## config.mk

```make
export PLATFORM = sky130hd
export DESIGN_NAME = mealy_seq_detector
export DESIGN_NICKNAME = d
export VERILOG_FILES = /design/src/rtl/seq_det_pkg.sv /design/src/rtl/seg7_scan.sv /design/src/rtl/mealy_seq_detector.sv
export SDC_FILE = /design/constraint.sdc
export NUM_CORES = 1
export LEC_CHECK = 0
export ABC_AREA = 1
export ABC_CLOCK_PERIOD_IN_PS = 2800
export CORE_MARGIN = 2
export CORE_UTILIZATION = 45
export CTS_BUF_LIST = sky130_fd_sc_hd__clkbuf_8
export DETAILED_ROUTE_END_ITERATION = 12
export GPL_ROUTABILITY_DRIVEN = 0
export PLACE_DENSITY = 0.69
export RECOVER_POWER = 50
export SLEW_MARGIN = 0
export SYNTH_ARGS = -nofsm -noshare
export SYNTH_HDL_FRONTEND = slang
export SYNTH_SLANG_ARGS = --single-unit
export TNS_END_PERCENT = 100
```

## constraint.sdc

```tcl
create_clock -name clk -period 2.8 [get_ports clk]
set_input_delay 0.56 -clock clk [delete_from_list [all_inputs] [get_ports clk]]
set_output_delay 0.56 -clock clk [all_outputs]
set_load 0.005 [all_outputs]
```

## src/rtl/seq_det_pkg.sv

```systemverilog
// Shared helpers for the serial pattern detector: segment decode and KMP next-state.
package seq_det_pkg;

  localparam int unsigned MAX_PAT_LEN = 16;
  localparam logic [7:0]  SEG_BLANK   = 8'h00;

  // Hex nibble to active-high segments, a=bit7 .. g=bit1, dp=bit0 always off.
  function automatic logic [7:0] hex_to_seg(input logic [3:0] nib);
    logic [7:0] seg;
    case (nib)
      4'h0: seg = 8'b1111_1100;
      4'h1: seg = 8'b0110_0000;
      4'h2: seg = 8'b1101_1010;
      4'h3: seg = 8'b1111_0010;
      4'h4: seg = 8'b0110_0110;
      4'h5: seg = 8'b1011_0110;
      4'h6: seg = 8'b1011_1110;
      4'h7: seg = 8'b1110_0000;
      4'h8: seg = 8'b1111_1110;
      4'h9: seg = 8'b1111_0110;
      4'hA: seg = 8'b1110_1110;
      4'hB: seg = 8'b0011_1110;
      4'hC: seg = 8'b1001_1100;
      4'hD: seg = 8'b0111_1010;
      4'hE: seg = 8'b1001_1110;
      default: seg = 8'b1000_1110;
    endcase
    return seg;
  endfunction

  // Next state from Sk on input b: longest pattern prefix that is a suffix of
  // (first k pattern bits, b), capped below len; a full match goes to S0 when
  // overlap is off. Pattern bit len-1 is the first one received.
  function automatic int unsigned kmp_next(input logic [MAX_PAT_LEN-1:0] pat,
                                           input int unsigned len,
                                           input int unsigned k,
                                           input logic b,
                                           input bit overlap);
    int unsigned res;
    int unsigned lmax;
    int unsigned pos;
    bit          ok;
    logic        rx;
    res  = 0;
    lmax = (k + 1 < len) ? k + 1 : len - 1;
    for (int unsigned l = 1; l <= lmax; l++) begin
      ok = 1'b1;
      for (int unsigned j = 0; j < l; j++) begin
        pos = k + 1 - l + j;
        rx  = (pos == k) ? b : pat[4'(len - 1 - pos)];
        if (rx != pat[4'(len - 1 - j)]) ok = 1'b0;
      end
      if (ok) res = l;
    end
    if ((k == len - 1) && (b == pat[0]) && !overlap) res = 0;
    return res;
  endfunction

endpackage

```

## src/rtl/seg7_scan.sv

```systemverilog
// Multiplexed seven-segment driver: digit 0 shows the state, digits 1..4 the counter nibbles.
module seg7_scan
  import seq_det_pkg::*;
#(
  parameter int unsigned DIGIT       = 4,
  parameter int unsigned REFRESH_DIV = 100000
) (
  input  logic             clk,
  input  logic             rst,
  input  logic [3:0]       state_nib,
  input  logic [3:0][3:0]  cnt_nib,
  output logic [DIGIT-1:0] digit,
  output logic [7:0]       abcdefgh
);

  localparam int unsigned IW = $clog2(DIGIT);
  localparam int unsigned RW = (REFRESH_DIV > 1) ? $clog2(REFRESH_DIV) : 1;

  logic [RW-1:0] refresh_cnt;
  logic [IW-1:0] scan_idx;
  logic [IW-1:0] scan_idx_nxt;
  logic          scan_step;
  logic [7:0]    seg_nxt;

  // Scan advance and segment pattern for the digit that becomes active next cycle.
  always_comb begin
    scan_step    = (refresh_cnt == RW'(REFRESH_DIV - 1));
    scan_idx_nxt = scan_idx;
    if (scan_step) begin
      scan_idx_nxt = (scan_idx == IW'(DIGIT - 1)) ? '0 : scan_idx + IW'(1);
    end
    seg_nxt = SEG_BLANK;
    if (scan_idx_nxt == '0) begin
      seg_nxt = hex_to_seg(state_nib);
    end else if (32'(scan_idx_nxt) <= 32'd4) begin
      seg_nxt = hex_to_seg(cnt_nib[2'(scan_idx_nxt - IW'(1))]);
    end
  end

  // Digit select and segments are registered together so they never disagree.
  always_ff @(posedge clk or posedge rst) begin
    if (rst) begin
      refresh_cnt <= '0;
      scan_idx    <= '0;
      digit       <= DIGIT'(1);
      abcdefgh    <= hex_to_seg(4'h0);
    end else begin
      refresh_cnt <= scan_step ? '0 : refresh_cnt + RW'(1);
      scan_idx    <= scan_idx_nxt;
      digit       <= DIGIT'(1) << scan_idx_nxt;
      abcdefgh    <= seg_nxt;
    end
  end

endmodule

```

## src/rtl/mealy_seq_detector.sv

```systemverilog
// Serial Mealy pattern detector with match counter and scanned hex display.
module mealy_seq_detector
  import seq_det_pkg::*;
#(
  parameter int unsigned          PAT_LEN     = 4,
  parameter logic [PAT_LEN-1:0]   PATTERN     = 4'b1011,
  parameter bit                   OVERLAP     = 1'b1,
  parameter int unsigned          DIGIT       = 4,
  parameter int unsigned          REFRESH_DIV = 100000
) (
  input  logic                       clk,
  input  logic                       rst,
  input  logic                       en,
  input  logic                       din,
  input  logic                       clr_cnt,
  output logic                       match,
  output logic [$clog2(PAT_LEN)-1:0] state,
  output logic [15:0]                match_cnt,
  output logic [7:0]                 abcdefgh,
  output logic [DIGIT-1:0]           digit
);

  localparam int unsigned SW = $clog2(PAT_LEN);

  logic [SW-1:0] nxt_d0 [PAT_LEN];
  logic [SW-1:0] nxt_d1 [PAT_LEN];
  logic [SW-1:0] state_nxt;

  // Transition table fixed at elaboration from PATTERN.
  for (genvar k = 0; k < PAT_LEN; k++) begin : g_tbl
    localparam int unsigned N0 = kmp_next(MAX_PAT_LEN'(PATTERN), PAT_LEN, k, 1'b0, OVERLAP);
    localparam int unsigned N1 = kmp_next(MAX_PAT_LEN'(PATTERN), PAT_LEN, k, 1'b1, OVERLAP);
    assign nxt_d0[k] = SW'(N0);
    assign nxt_d1[k] = SW'(N1);
  end

  // Mealy output: last pattern bit arriving while in the final state.
  assign match = en && (state == SW'(PAT_LEN - 1)) && (din == PATTERN[0]);

  // Next state: table lookup on a strobed bit, otherwise hold.
  always_comb begin
    state_nxt = state;
    if (en) begin
      state_nxt = din ? nxt_d1[state] : nxt_d0[state];
    end
  end

  // State register.
  always_ff @(posedge clk or posedge rst) begin
    if (rst) state <= '0;
    else     state <= state_nxt;
  end

  // Match counter; clear wins over a coincident match.
  always_ff @(posedge clk or posedge rst) begin
    if (rst)          match_cnt <= '0;
    else if (clr_cnt) match_cnt <= '0;
    else if (match)   match_cnt <= match_cnt + 16'd1;
  end

  seg7_scan #(
    .DIGIT       (DIGIT),
    .REFRESH_DIV (REFRESH_DIV)
  ) u_scan (
    .clk       (clk),
    .rst       (rst),
    .state_nib (4'(state)),
    .cnt_nib   (match_cnt),
    .digit     (digit),
    .abcdefgh  (abcdefgh)
  );

endmodule

```

==> impl_metrics.yaml, run 1 <==
yosys:
  yosysWarnings: 0
  yosysTopAreaCellShare: 0.369
  synth_top_cells_by_area: "dfrtp_1 (37%), nand2_1 (10%), inv_1 (7.0%)"
  synth_async_sr_flop_share: 1.00
  syn_area_um2: 2780
  yosys.area.top_type: "dfrtp_1"
  synthFlopType: "dfrtp_1"
  synth.most_common_cell: "nand2_1"
  yosysUniqueCellTypes: 37
  synth_seq_cells: 48
  ys_top_cells_by_count: "nand2_1 (76), inv_1 (52), dfrtp_1 (41)"
  synth_fp_nets: 375
  seq_area_frac_synth: 0.435
  synth_edf_count: 0
  synth.avg_cell_area_um2: 7.78
  netlist_instances: 358
final_layout:
  final_util: 0.576
  finalInstanceArea_um2: 3430
  fin_nets: 424
  area_growth_pct: 23.3
  drive_above_1_share: 0.135
  antennaDiodeCount: 0
pwr:
  power.leakage_nw: 1.63
  powerDensity_nw_per_um2: 391
  clockPowerShare: 0.408
  pwr-share-seq: 0.537
  power.internal_mw: 1.06
  total_power_mw: 1.34
  switching_share: 0.208
  pwr-share-comb: 0.055
  p_sw_uw: 280
  peakVddDrop_mv: 0.222
place:
  io_buffers: 34
  dpl_worst_slack_ps: 89.5
  post_dp_cell_area_um2: 3240
  dpl.hpwl_um: 4340
clocking:
  cts.clk_slew.worst_paths_ps: 80
  ctsHtreeMaxLevel: 2
  cts_made_buffers: 5
  clock_latency_ps: 310
  root_buffer: "clkbuf_8"
  cts_sinks: 48
  cts_tree: "done"
  cts_max_path_buffers: 2
  postCtsHoldBufs: 0
setup_path:
  reg2reg_slack_ps: 210
  critical_path_buf_inv_count: 3
  path_delay_family: "buffers and inverters"
  r2r_start: "u_scan.refresh_cnt[0]"
  crit_end: "match"
  rr_worst_depth: 17
  worstSetupEndpointType: "output port"
  worstSetupStartpoint: "en"
  cp.required_ps: 2240
  cp.depth: 4
  arrival_ps: 2100
  worstSetupPathType: "input pin to output port"
  crit_path_start_kind: "input pin"
  worstPathCellList: "dlygate4sd3_1 > nand4_1 > inv_1 > clkdlybuf4s50_1"
  crit_slowest_cell: "dlygate4sd3_1"
  slowest_delay_ps: 550
  timing.rr.end: "u_scan.abcdefgh[4]"
  critPathMaxFanout: 5
die:
  io_pins: 36
  initial_core_util: 0.467
  rows: 28
  fp.dieH_um: 82.7
  dieWidth_um: 82.7
  die-area_um2: 6830
  core_um2: 5960
sta:
  max_freq_ghz: 0.376
  worst_slew_pin_slew_ps: 1150
  setup_viol: 0
  drv_slew: 0
  rsz0062_at_grt: "false"
  fin_skew_ps: 8.12
  finalHoldViolations: 0
  fin_ws_ps: 140
  fin_crit_sh: 0.950
  period_needed_ps: 2660
  relSlewSlack: 0.230
  fin_tns_setup_ps: 0
run:
  max_cap_viol_count: 0
global_route:
  antenna_found_initial: 0
  grt_pass1_wl_um: 10200
  grt_pass1_vias: 2267
  grt_max_degree: 49
  grt_overflow: 0
  track_usage: 0.196
drt:
  drc: 0
  dr.pass1.iters: 4
  drtAntennaViolNets: 0
  wire_per_inst_um: 12.3
  drt-total-wl_um: 5930
  vias: 2465
  via_per_inst: 5.10
  drt_iter0_drc: 156
status:
  status: "completed"
min_path:
  holdCritPathClass: "flop to flop"
  min-delay-start: "u_scan.refresh_cnt[0]"
-- through the flow --
step           instances  hold WS (ps)
2_1_floorplan        358           432
3_3_place_gp         470           442
3_5_place_dp         470           458
4_1_cts              478           470
5_1_grt              483           559
6_report             483           509
-- layout make-up --
class | instances | area [um^2]
well taps | 75 | 93.8
flip-flops and latches | 48 | 1210
repair buffers | 47 | 432
fillers | 567 | 2520
clock buffers | 7 | 96.3
clock inverters | 1 | 30.0
inverters | 55 | 209
multi-input cells | 250 | 1360
-- power by group through the flow --
stage,Clock (mW),Combinational [mW],Sequential [mW]
2_1_floorplan,0,0.0311,0.734
3_3_place_gp,0,0.0760,0.734
3_5_place_dp,0,0.0772,0.733
4_1_cts,0.568,0.0772,0.720
5_1_grt,0.593,0.0844,0.722
6_report,0.548,0.0738,0.720
-- cell usage in the layout (no fill, tap or decap), drive strengths merged, types with 7 or more instances in the layout --
master and count:
inv 54, clkbuf 10, nand2 84, nand4 8
buf 10, nor3 9, dfrtp 41, dfstp 7
a21oi 18, nand3 39, o21ai 25, nor2 42
clkdlybuf4s50 32, ha 12
-- logic make-up after synthesis --
family,Yosys count,share of synthesized area
AND/OR/NAND/NOR,185,0.316
adder cells (fa/ha/maj),12,0.0539
AO/OA/AOI/OAI,49,0.0962
other,1,0.00135
flip-flops,48,0.435
XOR/XNOR,3,0.00944
buffers and inverters,60,0.0890
-- registers in the layout (all words and copies together), names as in the netlist --
signal / count
u_scan.abcdefgh: 7
u_scan.refresh_cnt: 17
u_scan.digit: 4
u_scan.scan_idx: 2
state: 2
match_cnt: 16
-- worst min-delay path by stage --
stage / cells after the start / to / slack [ps]
finish: 1 / u_scan.refresh_cnt[0] / 510
global route: 1 / u_scan.refresh_cnt[0] / 560
CTS: 1 / u_scan.refresh_cnt[0] / 470
detailed placement: 1 / u_scan.refresh_cnt[0] / 460
global placement: 1 / u_scan.refresh_cnt[0] / 440
floorplan: 1 / u_scan.refresh_cnt[0] / 430
-- timing repair --
action	CTS	global route
gates resized for setup	0	9
setup endpoints to repair	0	7
setup buffers	0	5
-- per-layer routing --
metal	vias up	routed length [um]	track usage
li1	1252	-	-
met1	1160	2940	0.273
met2	47	2710	0.306
met3	6	201	0.0402
met4	0	82	0.0639
met5	-	0	0
No activity file was read; power rests on OpenSTA's default activity.
==> run 2, diff against run 1 <==
--- a/config.mk
+++ b/config.mk
@@ -8,11 +8,12 @@
 export ABC_AREA = 1
 export ABC_CLOCK_PERIOD_IN_PS = 2800
 export CORE_MARGIN = 2
-export CORE_UTILIZATION = 45
+export CORE_UTILIZATION = 52
 export CTS_BUF_LIST = sky130_fd_sc_hd__clkbuf_8
 export DETAILED_ROUTE_END_ITERATION = 12
 export GPL_ROUTABILITY_DRIVEN = 0
-export PLACE_DENSITY = 0.69
+export GPL_TIMING_DRIVEN = 0
+export PLACE_DENSITY = 0.78
 export RECOVER_POWER = 50
 export SLEW_MARGIN = 0
 export SYNTH_ARGS = -nofsm -noshare
==> run 2 against run 1 <==
Worst hold slack better by 14 ps. Core utilization grew 11 points. Register-to-register slack worse by 60 ps. Total power shrank 7.8%. Count of clock-buffer cells in the layout did not move. Clock skew decreased by 1.9 ps. Final area is 3.1% higher. Highest routed layer unchanged. First-iteration DRC count is 9.0% lower. Non-clock buffer count increased by 12. Sequential cell count unchanged. Fmax shrank 0.91%. Sequential power about the same.
==> impl_metrics.yaml, run 2 (synthesis results as in run 1) <==
clocking:
  cts_tree: "done"
  clock_latency_ps: 300
  cts.clk_slew.worst_paths_ps: 90
  cts_made_buffers: 5
  root_buffer: "clkbuf_8"
  cts_max_path_buffers: 2
  ctsHtreeMaxLevel: 2
  cts_sinks: 48
drt:
  dr.pass1.iters: 4
  via_per_inst: 5.20
  vias: 2541
  wire_per_inst_um: 12.9
  drtAntennaViolNets: 0
  drt-total-wl_um: 6310
  drc: 0
  drt_iter0_drc: 142
sta:
  fin_skew_ps: 6.24
  worst_slew_pin_slew_ps: 825
  fin_tns_setup_ps: 0
  finalHoldViolations: 0
  setup_viol: 0
  drv_slew: 0
  relSlewSlack: 0.450
  fin_crit_sh: 0.959
  max_freq_ghz: 0.372
  period_needed_ps: 2680
die:
  dieWidth_um: 77.2
  core_um2: 5140
  io_pins: 36
  fp.dieH_um: 77.2
  initial_core_util: 0.542
  rows: 26
  die-area_um2: 5960
setup_path:
  reg2reg_slack_ps: 150
  rr_worst_depth: 20
  r2r_start: "u_scan.refresh_cnt[1]"
  worstSetupEndpointType: "output port"
  cp.required_ps: 2240
  timing.rr.end: "u_scan.abcdefgh[1]"
  arrival_ps: 2120
  worstSetupPathType: "input pin to output port"
  crit_path_start_kind: "input pin"
  critPathMaxFanout: 5
final_layout:
  final_util: 0.688
  fin_nets: 436
  top_register: "u_scan.refresh_cnt"
  antennaDiodeCount: 0
  mostFrequentLayoutCells: "nand2_1 (74), inv_1 (48), dfrtp_1 (41)"
  drive_above_1_share: 0.172
  final_common_cell: "nand2_1"
  area_growth_pct: 27.1
  largest_reg_flops: 17
  reg_top3: "u_scan.refresh_cnt x17, match_cnt x16, u_scan.abcdefgh x7"
global_route:
  grt_max_degree: 36
  antenna_found_initial: 0
  grt_overflow: 0
  grt_pass1_vias: 2310
  track_usage: 0.217
  grt_pass1_wl_um: 10400
pwr:
  power.leakage_nw: 1.67
  power.internal_uw: 968
  pwr-share-seq: 0.582
  powerDensity_nw_per_um2: 350
  switching_share: 0.217
  p_sw_uw: 268
  total_power_mw: 1.24
  clockPowerShare: 0.358
  peakVddDrop_mv: 0.193
  pwr-share-comb: 0.060
min_path:
  min_path_cells: 1
  holdCritPathClass: "flop to flop"
  whs_endpoint: "u_scan.refresh_cnt[2]"
  min-delay-start: "u_scan.refresh_cnt[2]"
run:
  max_cap_viol_count: 0
place:
  io_buffers: 34
  dpl.hpwl_um: 4280
status:
  status: "completed"
[run 2: cell count changes in the layout (fill, tap and decap cells not counted), sizes merged]
cell / delta
clkbuf: +4
clkinv: -1
inv: +1
bufinv: -1
buf: +8
[run 2: timing repair]
| item | in CTS | in global routing |
|---|---|---|
| setup buffers | 8 | 11 |
| gates resized for setup | 7 | 16 |
| pin swaps | 5 | 7 |
| hold buffers | 0 | 0 |
| endpoints found under the setup margin | 7 | 7 |
[run 2: power groups by stage]
| stage | logic, mW | clock network [mW] | registers, mW |
|---|---|---|---|
| global placement | 0.0747 | 0 | 0.733 |
| floorplan | 0.0311 | 0 | 0.734 |
| CTS | 0.0802 | 0.453 | 0.720 |
| detailed placement | 0.0800 | 0 | 0.733 |
| finish | 0.0744 | 0.442 | 0.720 |
| global route | 0.0848 | 0.480 | 0.723 |
[run 2: worst max path at each step]
stage | start | to | slack (ps) | cells after the start
after floorplan | u_scan.refresh_cnt[0] | u_scan.abcdefgh[4] | 30 | 19
after global placement | u_scan.refresh_cnt[0] | u_scan.abcdefgh[4] | -260 | 19
after global routing | u_scan.refresh_cnt[1] | u_scan.abcdefgh[1] | -5 | 20
after detailed placement | u_scan.refresh_cnt[0] | u_scan.abcdefgh[1] | -340 | 20
final | din | match | 120 | 4
after CTS | u_scan.refresh_cnt[0] | u_scan.abcdefgh[7] | 30 | 21
[run 2: metrics by stage]
| stage | setup WS (ps) | std cells | hold WS [ps] | area [um^2] |
|---|---|---|---|---|
| finish | 115 | 489 | 523 | 3540 |
| global route | -5.08 | 489 | 553 | 3540 |
| CTS | 29.2 | 478 | 524 | 3410 |
| detailed placement | -345 | 463 | 465 | 3230 |
| global placement | -263 | 462 | 455 | 3210 |
| floorplan | 30.2 | 358 | 432 | 2780 |
[run 2: worst max-delay path: stages]
cell and delay [ps]:
clkdlybuf4s50_1 480, nand4_1 290, inv_1 250, clkdlybuf4s50_1 540
[run 2: final cells by class]
type / count / area [um^2]
Clock buffer: 7 / 96.3
Fill cell: 453 / 1600
Sequential cell: 48 / 1210
Multi-Input combinational cell: 250 / 1410
Inverter: 55 / 211
Tap cell: 70 / 87.6
Timing Repair Buffer: 54 / 480
Buffer: 5 / 38.8
[run 2: per-layer routing]
metal | share of wire | vias to the layer above | track usage | wire length, um
li1 | - | 1273 | - | -
met1 | 0.46 | 1178 | 0.292 | 2900
met2 | 0.48 | 78 | 0.352 | 3010
met3 | 0.046 | 12 | 0.0376 | 289
met4 | 0.018 | 0 | 0.0786 | 114
met5 | 0 | - | 0 | 0
